[src/rtl/i2s_tx_stereo.sv]
// i2s_tx_stereo: stereo I2S / left-justified serialiser for the DAC path.
// A one-frame holding buffer accepts {L,R} pairs over valid/ready. Each lrclk
// slot shifts one channel out MSB first. Underrun and short slots are flagged.
// Optional build macro: I2S_TX_HOLD_LAST_EN. When defined, an underrun frame
// re-sends the last transmitted pair. When undefined, it sends zeros.
module i2s_tx_stereo #(
  parameter int DATA_W  = 24,
  parameter int LJ_MODE = 0
) (
  input  logic              sclk,
  input  logic              rst,
  input  logic              lrclk,
  input  logic [DATA_W-1:0] left_data,
  input  logic [DATA_W-1:0] right_data,
  input  logic              in_valid,
  output logic              in_ready,
  output logic              sdout,
  output logic              frame_start,
  output logic              underrun,
  output logic              slot_err
);

  localparam int               CNT_W   = $clog2(DATA_W);
  localparam logic [CNT_W-1:0] CNT_TOP = CNT_W'(DATA_W - 1);

  typedef enum logic [1:0] {
    ST_IDLE,
    ST_DELAY,
    ST_SHIFT,
    ST_PAD
  } state_t;

  // registered state
  logic              r_lr_q;
  state_t            r_state;
  logic [CNT_W-1:0]  r_cnt;
  logic [DATA_W-1:0] r_shift;
  logic [DATA_W-1:0] r_right;
  logic [DATA_W-1:0] r_hold_l;
  logic [DATA_W-1:0] r_hold_r;
  logic              r_full;
  logic              r_armed;
  logic              r_sdout;
  logic              r_frame_start;
  logic              r_underrun;
  logic              r_slot_err;
`ifdef I2S_TX_HOLD_LAST_EN
  logic [DATA_W-1:0] r_last_l;
  logic [DATA_W-1:0] w_last_l_next;
`endif

  // next-state values
  state_t            w_state_next;
  logic [CNT_W-1:0]  w_cnt_next;
  logic [DATA_W-1:0] w_shift_next;
  logic [DATA_W-1:0] w_right_next;
  logic [DATA_W-1:0] w_hold_l_next;
  logic [DATA_W-1:0] w_hold_r_next;
  logic              w_full_next;
  logic              w_armed_next;
  logic              w_sdout_next;
  logic              w_frame_start_next;
  logic              w_underrun_next;
  logic              w_slot_err_next;

  // edge detection and handshake
  logic w_edge;
  logic w_left_edge;
  logic w_accept;

  assign w_edge      = (lrclk != r_lr_q);
  assign w_left_edge = w_edge && !lrclk;
  assign in_ready    = ~r_full;
  assign w_accept    = in_valid && ~r_full;

  assign sdout       = r_sdout;
  assign frame_start = r_frame_start;
  assign underrun    = r_underrun;
  assign slot_err    = r_slot_err;

  // state register and datapath registers
  always_ff @(posedge sclk) begin
    if (rst) begin
      r_lr_q        <= lrclk;
      r_state       <= ST_IDLE;
      r_cnt         <= '0;
      r_shift       <= '0;
      r_right       <= '0;
      r_hold_l      <= '0;
      r_hold_r      <= '0;
      r_full        <= 1'b0;
      r_armed       <= 1'b0;
      r_sdout       <= 1'b0;
      r_frame_start <= 1'b0;
      r_underrun    <= 1'b0;
      r_slot_err    <= 1'b0;
    end else begin
      r_lr_q        <= lrclk;
      r_state       <= w_state_next;
      r_cnt         <= w_cnt_next;
      r_shift       <= w_shift_next;
      r_right       <= w_right_next;
      r_hold_l      <= w_hold_l_next;
      r_hold_r      <= w_hold_r_next;
      r_full        <= w_full_next;
      r_armed       <= w_armed_next;
      r_sdout       <= w_sdout_next;
      r_frame_start <= w_frame_start_next;
      r_underrun    <= w_underrun_next;
      r_slot_err    <= w_slot_err_next;
    end
  end

`ifdef I2S_TX_HOLD_LAST_EN
  // remembers the last real left sample for replay on underrun
  always_ff @(posedge sclk) begin
    if (rst) begin
      r_last_l <= '0;
    end else begin
      r_last_l <= w_last_l_next;
    end
  end
`endif

  // next-state, buffer and pulse logic
  always_comb begin
    w_state_next       = r_state;
    w_cnt_next         = r_cnt;
    w_shift_next       = r_shift;
    w_right_next       = r_right;
    w_hold_l_next      = r_hold_l;
    w_hold_r_next      = r_hold_r;
    w_full_next        = r_full;
    w_armed_next       = r_armed;
    w_frame_start_next = 1'b0;
    w_underrun_next    = 1'b0;
    w_slot_err_next    = 1'b0;
`ifdef I2S_TX_HOLD_LAST_EN
    w_last_l_next      = r_last_l;
`endif

    // Buffer write. A left edge below may consume the pair in the same cycle.
    if (w_accept) begin
      w_hold_l_next = left_data;
      w_hold_r_next = right_data;
      w_full_next   = 1'b1;
      w_armed_next  = 1'b1;
    end

    // Normal progress through a slot when no lrclk edge arrives.
    case (r_state)
      ST_DELAY: begin
        w_state_next = ST_SHIFT;
        w_cnt_next   = CNT_TOP;
      end
      ST_SHIFT: begin
        if (r_cnt == '0) begin
          w_state_next = ST_PAD;
        end else begin
          w_cnt_next   = r_cnt - CNT_W'(1);
          w_shift_next = {r_shift[DATA_W-2:0], 1'b0};
        end
      end
      default: begin
        w_state_next = r_state;
      end
    endcase

    // An edge always starts a new slot. The word counts as complete once its
    // LSB is on the wire, so only a pending delay bit or pending bits is an error.
    if (w_edge) begin
      w_slot_err_next = (r_state == ST_DELAY) ||
                        ((r_state == ST_SHIFT) && (r_cnt != '0));
      if (w_left_edge) begin
        w_frame_start_next = 1'b1;
        if (r_full) begin
          w_shift_next = r_hold_l;
          w_right_next = r_hold_r;
          w_full_next  = 1'b0;
`ifdef I2S_TX_HOLD_LAST_EN
          w_last_l_next = r_hold_l;
`endif
        end else if (in_valid) begin
          // empty buffer and a pair arriving now: pass it straight through
          w_shift_next = left_data;
          w_right_next = right_data;
          w_full_next  = 1'b0;
`ifdef I2S_TX_HOLD_LAST_EN
          w_last_l_next = left_data;
`endif
        end else begin
          w_underrun_next = r_armed;
`ifdef I2S_TX_HOLD_LAST_EN
          // the right register still holds the last right sample
          w_shift_next = r_last_l;
`else
          w_shift_next = '0;
          w_right_next = '0;
`endif
        end
      end else begin
        w_shift_next = r_right;
      end

      if (LJ_MODE != 0) begin
        w_state_next = ST_SHIFT;
        w_cnt_next   = CNT_TOP;
      end else begin
        w_state_next = ST_DELAY;
        w_cnt_next   = CNT_TOP;
      end
    end

    w_sdout_next = (w_state_next == ST_SHIFT) ? w_shift_next[DATA_W-1] : 1'b0;
  end

endmodule

[config.mk]
export PLATFORM = sky130hd
export DESIGN_NAME = i2s_tx_stereo
export DESIGN_NICKNAME = d
export VERILOG_FILES = /design/src/rtl/i2s_tx_stereo.sv
export SDC_FILE = /design/constraint.sdc
export NUM_CORES = 1
export LEC_CHECK = 0
export ABC_CLOCK_PERIOD_IN_PS = 3300
export CORE_ASPECT_RATIO = 1.25
export CORE_UTILIZATION = 40
export DETAILED_ROUTE_END_ITERATION = 10
export MAX_ROUTING_LAYER = met4
export PLACE_DENSITY = 0.7
export SYNTH_ARGS = -nofsm -noshare
export SYNTH_HDL_FRONTEND = slang
export SYNTH_SLANG_ARGS = --single-unit
[constraint.sdc]
create_clock -name sclk -period 3.3 [get_ports sclk]
set_input_delay 0.33 -clock sclk [delete_from_list [all_inputs] [get_ports sclk]]
set_output_delay 0.33 -clock sclk [all_outputs]
set_load 0.01 [all_outputs]
# [Word level (Yosys, flattened, before mapping)]
# Cells that the tools add are included.
[totals] word_cells=65 register_bits=110 in_bits=52 out_inout_bits=5
[op_classes] n_eq_ne=7 n_reduce_logical=18 bitwise_logic=4 n_mux=20 n_addsub=1
[op_table] operator="24-bit two-way mux" count=8
[op_table] operator="5-bit two-way mux" count=2
[op_table] operator="5-bit one-hot mux with 2 select lines" count=1
[op_table] operator="2-bit AND reduction" count=4
[op_table] operator="1-bit two-way mux" count=6
[op_table] operator="2-bit OR reduction" count=3
[op_table] operator="5-bit logical NOT" count=1
[op_table] operator="5-bit nonzero test" count=1
[op_table] operator="5-bit OR reduction" count=1
[op_table] operator="5-bit by 1-bit subtractor with 5-bit output, second input constant" count=1
[op_table] operator="2-bit equality test, second input constant" count=2
[op_table] operator="2-bit two-way mux" count=2
[op_table] operator="2-bit != test, second input constant" count=2
[op_table] operator="1-bit NOT" count=4
[op_table] operator="2-bit one-hot mux with 2 select lines" count=1
[op_table] operator="2-bit nonzero test" count=2
[op_table] operator="1-bit logical AND" count=3
[op_table] operator="3-bit != test, second input constant" count=1
[op_table] operator="3-bit nonzero test" count=1
[op_table] operator="2-bit by 1-bit equality test with 1-bit output, second input constant" count=1
[op_table] operator="1-bit logical NOT" count=1
[op_table] operator="1-bit logical OR" count=1
[op_table] operator="1-bit != test" count=1

# [Longest topological paths before layout]
# Gate-level depths: netlist (run 1).
[depth] word_depth=7 depth_mapped=8 ltp_nobuf=6

# [Worst setup path before layout (run 1)]
# OpenSTA, ideal clock, no wires.
[synth_path] path_kind="reg-to-reg" start="reg r_cnt[0]" end="reg r_shift[15]" synth_period_minus_slack_ns=1.632 slack_ns=1.668 n_path_buf=2 t_required_ns=3.209 setup_time_ns=0.091 stages_incl_launch_ff=9 arrival_time_ns=1.541 path_cell_list="dfxtp_1 inv_1 ha_1 nor4b_4 nand2b_1 buf_6 buf_12 nand2_1 a311oi_1"
[synth_between] elab_chain_cells=3
[synth_rtl] item="start, declared" line="36" text="logic [CNT_W-1:0] r_cnt;"
[synth_rtl] item="start signal, assigned" line="100" text="r_cnt <= w_cnt_next;"
[synth_rtl] item="5-bit logical NOT" line="157" text="if (r_cnt == '0) begin"
[synth_rtl] item="2-bit != test (no line)"
[synth_rtl] item="2-bit AND reduction (no line)"
[synth_rtl] item="end signal, assigned" line="101" text="r_shift <= w_shift_next;"
[synth_rtl] item="end, declared" line="37" text="logic [DATA_W-1:0] r_shift;"
# Every way passes these cells.
# A chain may end at the register's enable or synchronous reset.

# [Worst setup path in the final report (run 1)]
[layout_path] start="reg r_full" end="out in_ready"
[layout_between] elab_chain_cells=1
[layout_rtl] item="start, declared" line="41" text="logic r_full;"
[layout_rtl] item="start signal, assigned" line="105" text="r_full <= w_full_next;"
[layout_rtl] item="1-bit NOT" line="73" text="assign in_ready = ~r_full;"
[layout_rtl] item="end, declared" line="16" text="output logic in_ready,"
# Every way passes these cells.

==> impl_results.md, run 1 <==
* Post-CTS Hold Buffers at 0
* Yosys warns at 0
* Total I/O pin count at 57
* Ant. Diodes at 0
* Sum Neg Setup Slack at 0 ns
* Initial Util at around two fifths
* RSZ-0062 raised after global routing: no
* First-pass GRT wire length at 17700 um
* Largest net degree at the start of global routing at 79
* Routed via count at slightly above 4000
* Mapped Area at 4590 sq um
* Num Clock Sinks at 110
* P&R area growth vs syn at 20.0%
* CTS root buf: clkbuf_16
* FFs w/ async S/R, synth at 0%
* Arr. time, crit path at between 1.5 and 2 ns
* Layout Nets at 660
* CP Class: reg -> out
* PD cells at about 550 nW/um^2
* Gr busiest metal: met2
* Max Cap Violations at 0
* Clk_lat worst skew at between 0.3 and 0.4 ns
* Core Rows at 43
* # DRC at 6
* Cell Chain, Critical Path: inv_1 > clkdlybuf4s50_1
* CP required at about 3.0 ns
* Register area share after synthesis at a little under half
* Slew @ Worst Pin at 0.813 ns
* Top FF cell, synth: dfxtp_1
* Final worst-path cycle share at between 60 and 70%
* Die ar. at between 10000 and 15000 sq um
* PnR Total Power at around 3 mW
* Post-synth top area share at 48.0%
* Grt ovf at 0
* Core box area at approximately 11000 sq um
* Endpoint class of the critical path: output port
* Postcts setup bufs at 0
* Post-DP HPWL at roughly 6900 um
* Hold_sp: r_hold_r[13]$_SDFFE_PP0P_
* Post-Syn Nets at 632
* Routed Antenna Nets at 0
* Grt met3 use at roughly 2.6%
* Max Root-Sink Buffers at 2
* #FFs+latches synth at 110
* GRT Total Usage at 19.2%
* Slew Limit Fails at 0
* F_max at around 0.5 GHz
* Status: finished with violations
* Max-slew headroom at 45.8%
* Vert. Die Dim at 122 um
* Unique cell type count in the Yosys netlist at 36
* Cells after Synth at 575
* Post-synth EDFFs at 0
* Synth Area per Inst at 7.98 sq um
* Ratio of cells with drive above 1 in the final layout at ~6.4%
* Clk slew on worst S/H paths at approximately 0.070 ns
* Failing checks: DRC
* CP Max Fanout at 37
* Die Wd at 97.8 um
* Startpoint types: register
* Count of final hold-check violations at 0
* Final setup viols at 0
* PortBufs at 56
* Slowest cell on the critical path: dfxtp_2
* Antenna violations before repair at 0
* GPL Wtd Cong at roughly 0.80
* Number of buffers created by CTS at 9
* Fin Clk Skew at 0.00663 ns
* H-Tree Level Count at 3
* Vias in the first global route at approximately 3800
* Maximum VDD drop at 0.239 mV
* RR Startpoint: r_cnt[0]$_SDFFE_PP0P_
* Synth area leaders: dfxtp_1, nand2_1, a311oi_1
* Yosys top cell by area: dfxtp_1
* M1 GR Usage at roughly a quarter
* Drt initial violations at about 280
* WL/cell at 14.6 um
* Critical Path Source: r_full$_SDFF_PP0_
* DRT Pass-1 Iters at 8
* Met2 usage at between 30% and 40%
* Worst Hold Class: reg -> reg
* Post-layout min period at around 2.1 ns
* Fillers at around 1100
* CTS tree: built
* Pleak at roughly 1.9 nW
* Via/cell ratio at 5.48
* Total Routed Length at between 10000 and 15000 um
* CP peak stage delay at 0.75 ns
* # resized after CTS at 0
## path summary, 6_finish.rpt
| kind | to | slack [ns] | depth (start not counted) |
|---|---|---|---|
| worst max register to register | r_shift[6]$_SDFFE_PP0P_ | 1.31 | 7 |
| worst max-delay path | in_ready | 1.24 | 2 |
| worst min-delay path | r_hold_r[13]$_SDFFE_PP0P_ | 0.45 | 2 |
| worst min register to register | r_hold_r[13]$_SDFFE_PP0P_ | 0.45 | 2 |
## metal layers
metal  share of wire [%]  vias to the layer above
li1                    -                     2037
met1                  46                     1908
met2                  47                      114
met3                 5.1                       16
met4                 1.9                        0
met5                   0                        -
## state kept, by name, indices dropped and copies added (netlist names), 2 cells and up
name      count
r_state       2
r_cnt         5
r_right      24
r_shift      24
r_hold_l     24
r_hold_r     24
## per-stage QoR
step / area (sq um) / setup slack (ns) / hold WS, ns / util [%] / cells
floorplan: 4590 / 1.67 / 0.358 / - / 575
global placement: 5190 / 1.04 / 0.441 / 46.6 / 727
detailed placement: 5190 / 0.937 / 0.447 / 46.6 / 727
CTS: 5510 / 1.22 / 0.445 / 49.5 / 743
global route: 5510 / 1.10 / 0.466 / 49.5 / 743
finish: 5510 / 1.24 / 0.452 / 49.5 / 743
## cell usage after synthesis (5+ instances only)
library cell and instances:
inv_1 8, ha_1 5, nand3b_1 22, a31oi_1 23, nand2_1 169, a21oi_1 57, nor2_1 56, dfxtp_1 110
clkbuf_1 35, buf_1 8, a311oi_1 45
## area by class of cell
cell class | instances | area (sq um) | area share, %
Sequential cell | 110 | 2200 | 40.0
Multi-Input combinational cell | 407 | 2130 | 38.7
Timing Repair Buffer | 67 | 653 | 11.9
Clock buffer | 10 | 239 | 4.34
Tap cell | 135 | 169 | 3.07
Clock inverter | 6 | 83.8 | 1.52
Inverter | 8 | 30.0 | 0.545
## report_power, final
part / total [mW] / switching (mW) / internal (mW)
Sequential: 1.48 / 0.0548 / 1.42
Combinational: 0.414 / 0.233 / 0.182
Clock: 1.16 / 0.473 / 0.684
## critical path: cells and delay by family, from the launching register on
kind,cells,cell delay [ns]
buffers and inverters,2,0.62
flip-flops,1,0.75
## cell families (layout without fill, tap and decap cells)
logic type,after synthesis,in the layout,synth area share (%)
AND/OR/NAND/NOR,267,267,25.2
AO/OA/AOI/OAI,135,135,19.8
flip-flops,110,110,48.0
adder cells (fa/ha/maj),5,5,1.36
buffers and inverters,58,91,5.72
## cells in the final DEF (no fill, tap or decap), drive strengths merged, types with 2 or more instances in the layout
cell,netlist,routed
a311oi,46,46
bufinv,0,2
and3,2,2
buf,15,12
nand2b,2,2
dfxtp,110,110
nor2b,4,4
a31oi,23,23
nand2,169,169
nor3,2,2
a211oi,2,2
clkinv,0,3
nor2,56,56
inv,8,9
ha,5,5
a21oi,57,57
nand3b,22,22
nand3,3,3
clkbuf,35,10
clkdlybuf4s50,0,55
No activity file was read; power rests on OpenSTA's default activity.
==> inputs of run 2 (changes only) <==
--- a/config.mk
+++ b/config.mk
@@ -5,7 +5,7 @@
 export SDC_FILE = /design/constraint.sdc
 export NUM_CORES = 1
 export LEC_CHECK = 0
-export ABC_CLOCK_PERIOD_IN_PS = 3300
+export ABC_CLOCK_PERIOD_IN_PS = 2000
 export CORE_ASPECT_RATIO = 1.25
 export CORE_UTILIZATION = 40
 export DETAILED_ROUTE_END_ITERATION = 10
==> constraint.sdc (replaced) <==
create_clock -name sclk -period 2 [get_ports sclk]
set_input_delay 0.2 -clock sclk [delete_from_list [all_inputs] [get_ports sclk]]
set_output_delay 0.2 -clock sclk [all_outputs]
set_load 0.01 [all_outputs]
==> impl_results.md, run 2 (synthesized netlist as in run 1, its figures left out) <==
* Hold Crit Endpoint: r_armed$_SDFFE_PP0P_
* Post-DP HPWL at 7100 um (+2.4%)
* Layout Nets at 669 (+1.4%)
* CTS tree: built
* WL/cell at 14.7 um (+0.77%)
* Worst Hold Class: in -> reg
* Maximum VDD drop at 0.437 mV (+83%)
* CP peak stage delay at 0.36 ns (-0.39 ns)
* Fillers at 1038 (-1.3%)
* P&R area growth vs syn at 23.4%
* RR Startpoint: r_cnt[0]$_SDFFE_PP0P_
* Post-CTS Hold Buffers at 0 (unchanged)
* Ant. Diodes at 0 (unchanged)
* Reg2reg end: r_shift[12]$_SDFFE_PP0P_
* Dpl cells at 733 (+0.83%)
* GPL Wtd Cong at 0.811 (+1.9%)
* Leading cell type in the layout, fill and taps excluded: nand2_1
* Number of buffers created by CTS at 9 (unchanged)
* CTS root buf: clkbuf_16
* GRT Total Usage at 19.3% (+0.14 points)
* F_max at about 0.53 GHz
* Non-filler cells, final at 752 (+1.2%)
* Clk slew on worst S/H paths at 0.07 ns (about the same)
* Count of final hold-check violations at 0 (unchanged)
* Pleak at 1.99 nW (+3.9%)
* Vert. Die Dim at 122 um (unchanged)
* Max Cap Violations at 0 (unchanged)
* Largest net degree at the start of global routing at 53 (-33%)
* Antenna violations before repair at 0 (unchanged)
* Core Rows at 43 (unchanged)
* Failing checks: DRC
* Routed via count at 4152 (+1.9%)
* Core box area at 11100 sq um (unchanged)
* R2R setup slack at 0.12 ns (-1.19 ns)
* Final worst-path cycle share at a little over nine tenths
* Cell Chain, Critical Path: inv_1 > ha_1 > nor4b_4 > buf_4 > nor2_1 > buf_12 > nand2_1 > a311oi_1
* Hold_sp: rst
* # resized after CTS at 0 (unchanged)
* Endpoint class of the critical path: register
* Worst slack, placed at 0.0818 ns (-0.856 ns)
* Num Clock Sinks at 110 (unchanged)
* # DRC at 6 (unchanged)
* Startpoint types: register
* Total Routed Length at 11100 um (+2.0%)
* Drt initial violations at 332 (+19%)
* Max Root-Sink Buffers at 2 (unchanged)
* CP Class: reg -> reg
* Die Wd at 97.8 um (unchanged)
* Fin Clk Skew at 0.00794 ns (+0.00131 ns)
* Worst r2r path cells at 8 (+1)
* Ratio of cells with drive above 1 in the final layout at 7.62% (+1.2 points)
* Initial Util at 41.2% (unchanged)
* PortBufs at 56 (unchanged)
* H-Tree Level Count at 3 (unchanged)
* Die ar. at 11900 sq um (unchanged)
* Arr. time, crit path at 2.11 ns (+0.38 ns)
* Max-slew headroom at 62.7% (+17 points)
* Routed Antenna Nets at 0 (unchanged)
* Slew Limit Fails at 0 (unchanged)
* Via/cell ratio at 5.52 (+0.67%)
* Fin worst setup slack at 0.119 ns (-1.12 ns)
* Total I/O pin count at 57 (unchanged)
* First-pass GRT wire length at 18000 um (+1.3%)
* Status: finished with violations
* Slowest cell on the critical path: dfxtp_1
* Vias in the first global route at 3886 (+3.6%)
* Grt ovf at 0 (unchanged)
* PD cells at 907 nW/um^2 (+64%)
* Slew @ Worst Pin at 0.560 ns (-0.252 ns)
* CP Max Fanout at 23 (-38%)
* Post-layout min period at 1.88 ns
* CP required at 2.23 ns (-0.74 ns)
* Clk_lat worst skew at 0.35 ns (about the same)
* Leading cell types in the layout, fill and taps excluded: nand2_1, dfxtp_1, a21oi_1, nor2_1, clkdlybuf4s50_1
* Final setup viols at 0 (unchanged)
* Hold path cells at 2 (unchanged)
* DRT Pass-1 Iters at 7 (-1)
-- run 2: changes by cell type in the layout (fill, tap and decap cells not counted) --
cell      change
inv_6         -1
clkbuf_1      +1
clkbuf_8      +2
buf_4         +3
clkinv_2      -2
buf_12        +6
-- run 2: layout make-up --
type | instances | area [sq um] | share of cell area [%]
Sequential cell | 110 | 2200 | 38.9
Multi-Input combinational cell | 407 | 2130 | 37.6
Timing Repair Buffer | 76 | 796 | 14.0
Clock buffer | 13 | 270 | 4.77
Tap cell | 135 | 169 | 2.98
Clock inverter | 3 | 65.1 | 1.15
Inverter | 8 | 30.0 | 0.530
-- run 2: how the worst max path moves through the flow --
stage	cells past startpoint	start	slack [ns]	to
2_1_floorplan	8	r_cnt[0]$_SDFFE_PP0P_	0.37	r_shift[15]$_SDFFE_PP0P_
3_3_place_gp	7	lrclk	0.10	sdout$_SDFF_PP0_
3_5_place_dp	7	lrclk	0.08	sdout$_SDFF_PP0_
4_1_cts	7	r_cnt[0]$_SDFFE_PP0P_	0.01	r_shift[12]$_SDFFE_PP0P_
5_1_grt	8	r_cnt[0]$_SDFFE_PP0P_	-0.007	r_shift[12]$_SDFFE_PP0P_
6_report	8	r_cnt[0]$_SDFFE_PP0P_	0.12	r_shift[12]$_SDFFE_PP0P_
-- run 2: worst max-delay path, delay by kind of cell, from the launching register on --
kind	cells	cell delay (ns)
AND/OR/NAND/NOR	3	0.42
AO/OA/AOI/OAI	1	0.32
flip-flops	1	0.36
adder cells (fa/ha/maj)	1	0.24
buffers and inverters	3	0.42
-- run 2: stage by stage --
step | hold WS (ns) | cell area [sq um] | total power, mW | TNS [ns] | util (%)
6_report | 0.313 | 5660 | 5.14 | 0 | 50.9
4_1_cts | 0.316 | 5640 | 5.16 | 0 | 50.7
3_5_place_dp | 0.447 | 5310 | 3.21 | 0 | 47.6
2_1_floorplan | 0.228 | 4590 | 2.93 | 0 | -
3_3_place_gp | 0.442 | 5310 | 3.18 | 0 | 47.6
5_1_grt | 0.335 | 5660 | 5.35 | -0.00724 | 50.9
-- run 2: where the power goes --
part           total, mW  switching (mW)  internal, mW  leakage [nW]
Combinational      0.741           0.404         0.337         0.918
Clock               1.96           0.763          1.20         0.166
Sequential          2.43          0.0854          2.35         0.906
-- run 2: per-layer routing --
| metal | share of wire [%] | GRT usage, % | up-vias |
|---|---|---|---|
| met4 | 2.2 | 8.62 | 0 |
| met1 | 46 | 23.7 | 1976 |
| met5 | 0 | - | - |
| met3 | 4.6 | 2.98 | 18 |
| met2 | 47 | 31.5 | 89 |
| li1 | - | - | 2069 |
-- run 2: timing repair --
| action | 4_1_cts | 5_1_grt |
|---|---|---|
| setup buffers | 0 | 3 |
| endpoints found under the hold margin | 0 | 0 |
| endpoints found under the setup margin | 0 | 20 |
==> inputs of run 3 (changes only) <==
--- a/config.mk
+++ b/config.mk
@@ -5,12 +5,14 @@
 export SDC_FILE = /design/constraint.sdc
 export NUM_CORES = 1
 export LEC_CHECK = 0
+export ABC_AREA = 1
 export ABC_CLOCK_PERIOD_IN_PS = 2000
 export CORE_ASPECT_RATIO = 1.25
 export CORE_UTILIZATION = 40
 export DETAILED_ROUTE_END_ITERATION = 10
+export DONT_BUFFER_PORTS = 1
 export MAX_ROUTING_LAYER = met4
-export PLACE_DENSITY = 0.7
+export PLACE_DENSITY = 0.63
 export SYNTH_ARGS = -nofsm -noshare
 export SYNTH_HDL_FRONTEND = slang
 export SYNTH_SLANG_ARGS = --single-unit
==> impl_results.md, run 3 <==
* Status: finished clean
* Arr. time, crit path at 2.05 ns (-0.06 ns)
* # DRC at 0 (-6)
* Yosys warns at 0 (unchanged)
* Leading cell type in the layout, fill and taps excluded: nand2_1
* Grt ovf at 0 (unchanged)
* CP required at 2.29 ns (+0.06 ns)
* Yosys top cell by area: dfxtp_1
* Pleak at 2.26 nW (+13%)
* Switch Pwr at 1.32 mW (+5.7%)
* Post-synth top area share at 42.3% (-5.6 points)
* Slew @ Worst Pin at 0.456 ns (-0.104 ns)
* Vias in the first global route at 3922 (+0.93%)
* Slew Limit Fails at 0 (unchanged)
* Unique cell type count in the Yosys netlist at 27 (-25%)
* Final setup viols at 0 (unchanged)
* Internal power at 3.35 mW (-14%)
* Sequential cell area at 2200 sq um (unchanged)
* Worst r2r path cells at 7 (-1)
* Post-Syn Nets at 835 (+32%)
* Clk slew on worst S/H paths at 0.07 ns (about the same)
* Sum Neg Setup Slack at 0 ns (unchanged)
* Flop pwr share at 50.4% (+3.0 points)
* PortBufs at 0 (-100%)
* # resized after CTS at 0 (unchanged)
* Max Root-Sink Buffers at 2 (unchanged)
* Startpoint types: register
* RSZ-0062 raised after global routing: no
* Routed Antenna Nets at 0 (unchanged)
* Max-slew headroom at 69.5% (+6.9 points)
* Synth area leaders: dfxtp_1, nand2_1, a21oi_1
* Clk_lat worst skew at 0.35 ns (about the same)
* Mapped Area at 5200 sq um (+13%)
* Ant. Diodes at 0 (unchanged)
* CTS tree: built
* Initial Util at 41.1% (-0.13 points)
* Routed via count at 4409 (+6.2%)
* Crit path max-delay family: adder cells
* Hold path cells at 2 (unchanged)
* Non-filler cells, final at 928 (+23%)
* Levels on crit path at 7 (-1)
* Antenna violations before repair at 0 (unchanged)
* CTS root buf: clkbuf_16
* Cell Chain, Critical Path: ha_1 > nand2_1 > inv_2 > nand3_1 > nand3_1 > nor2_1 > nor2_1
* H-Tree Level Count at 3 (unchanged)
* Top-count cell post-synth: nand2_1
* Fin Clk Skew at 0.00561 ns (-0.00234 ns)
* F_max at 0.568 GHz (+6.8%)
* Total I/O pin count at 57 (unchanged)
* Max Cap Violations at 0 (unchanged)
* Core box area at 12700 sq um (+14%)
* P&R area growth vs syn at 7.65%
* Die Wd at 104 um (+6.3%)
* Total Routed Length at 11700 um (+5.7%)
* FFs w/ async S/R, synth at 0% (unchanged)
* Fillers at 1368 (+32%)
* Core Rows at 46 (+7.0%)
* Post-DP HPWL at 7600 um (+7.0%)
* #FFs+latches synth at 110 (unchanged)
* Drt initial violations at 273 (-18%)
* Die ar. at 13500 sq um (+13%)
* CP Max Fanout at 24 (+4.3%)
* Endpoint class of the critical path: register
* PD cells at 835 nW/um^2 (-7.9%)
* Post-synth EDFFs at 0 (unchanged)
* Count of final hold-check violations at 0 (unchanged)
* Sw Share at 28.3% (+3.9 points)
* GPL Wtd Cong at 0.814 (+0.32%)
* Register area share after synthesis at 42.3% (-5.6 points)
* Gr busiest metal: met2
* Maximum VDD drop at 0.390 mV (-11%)
* Worst Hold Class: in -> reg
* Critical path buffers and inverters at 1 (-2)
* Final worst-path cycle share at 88.0% (-6.0 points)
* Largest net degree at the start of global routing at 81 (+53%)
* Slowest cell on the critical path: ha_1
* Synth Area per Inst at 6.69 sq um (-16%)
* WL/cell at 12.6 um (-14%)
* Clock Power Share at 36.3% (-1.9 points)
* DRT Pass-1 Iters at 4 (-3)
* CP peak stage delay at 0.53 ns (+0.17 ns)
* Dpl cells at 909 (+24%)
* Cells after Synth at 778 (+35%)
* Num Clock Sinks at 110 (unchanged)
* Vert. Die Dim at 130 um (+6.3%)
* Top cells by count, synth: nand2_1, dfxtp_1, nor2_1
* Ratio of cells with drive above 1 in the final layout at 6.45% (-1.2 points)
* Comb power frac at 13.4% (-1.0 points)
* Area of the multi-input gates at 2380 sq um (+12%)
* Top FF cell, synth: dfxtp_1
* Layout Nets at 812 (+21%)
* Via/cell ratio at 4.75 (-14%)
* Post-layout min period at 1.76 ns (-0.120 ns)
* First-pass GRT wire length at 19400 um (+8.1%)
* Met2 usage at 27.2% (-4.3 points)
* Grt met3 use at 3.57% (+0.59 points)
* GRT Total Usage at 18.8% (-0.58 points)
* M1 GR Usage at 25.5% (+1.7 points)
* Number of buffers created by CTS at 9 (unchanged)
* CP Class: reg -> reg
* Leading cell types in the layout, fill and taps excluded: nand2_1, dfxtp_1, nor2_1, a21oi_1, inv_1
## run 3: cell count changes in the layout (fill, tap and decap cells not counted), moves of 10 or more
| cell | delta |
|---|---|
| inv_1 | +77 |
| nand3_1 | +72 |
| clkdlybuf4s50_1 | -55 |
| a311oi_1 | -45 |
| nor2_1 | +43 |
| nand2_1 | +41 |
| a21oi_1 | +35 |
| a31oi_1 | -22 |
| nand3b_1 | -22 |
| o21ai_1 | +19 |
| a21oi_2 | +10 |
## run 3: layout make-up
type | count | area share, %
inverter | 90 | 6.03
sequential | 110 | 39.3
multi-input combinational | 529 | 42.6
tap | 168 | 3.75
timing repair buffer | 15 | 3.35
clock inverter | 6 | 0.849
clock buffer | 10 | 4.09
## run 3: routing by layer
| layer | wire [um] | part of all wire, % |
|---|---|---|
| met5 | 0 | 0 |
| met1 | 5890 | 50 |
| met2 | 5220 | 45 |
| met3 | 426 | 3.6 |
| met4 | 172 | 1.5 |
## run 3: power groups by stage
stage | Clock (mW) | Sequential (mW) | Combinational, mW
after detailed placement | 0 | 2.41 | 0.596
after global placement | 0 | 2.40 | 0.594
after floorplan | 0 | 2.39 | 0.510
after global routing | 1.83 | 2.37 | 0.710
final | 1.70 | 2.36 | 0.625
after CTS | 1.74 | 2.35 | 0.633
## run 3: logic make-up (layout without fill, tap and decap cells)
group / Yosys count / count (layout) / synth area share [%]
AOI/OAI and AO/OA: 129 / 129 / 13.2
buffers and inverters: 139 / 121 / 11.8
adders and majority gates: 5 / 5 / 1.20
and+or+nand+nor: 395 / 395 / 31.5
DFF: 110 / 110 / 42.3
## run 3: timing repair
| action | CTS | global route |
|---|---|---|
| buffers inserted | 0 | 0 |
| endpoints found under the hold margin | 82 | 0 |
| hold buffers | 3 | 0 |
## run 3: path summary, 6_finish.rpt
path                                           start                         to  slack, ns
worst max-delay path                  r_lr_q$_DFF_P_     r_shift[23]$_SDFF_PP0_       0.24
worst min-delay path                  right_data[23]  r_hold_r[23]$_SDFFE_PP0P_       0.02
worst min register to register  r_armed$_SDFFE_PP0P_        underrun$_SDFF_PP0_       0.45
worst max register to register        r_lr_q$_DFF_P_     r_shift[23]$_SDFF_PP0_       0.24
## run 3: through the flow
stage                     cell area (sq um)  util [%]  hold WS (ns)  setup slack [ns]  power [mW]
after floorplan                        5200         -         0.228             0.620        2.90
after global placement                 5280      41.7         0.228             0.300        3.00
after detailed placement               5280      41.7         0.228             0.270        3.00
after CTS                              5600      44.2       0.00483             0.237        4.72
after global routing                   5600      44.2        0.0112            0.0940        4.91
final                                  5600      44.2        0.0154             0.239        4.68
## run 3: worst reg2reg max path, stage by stage, from the launching register on
cell	delay (ns)
dfxtp_1	0.31
ha_1	0.53
nand2_1	0.14
inv_2	0.35
nand3_1	0.14
nand3_1	0.09
nor2_1	0.05
nor2_1	0.09
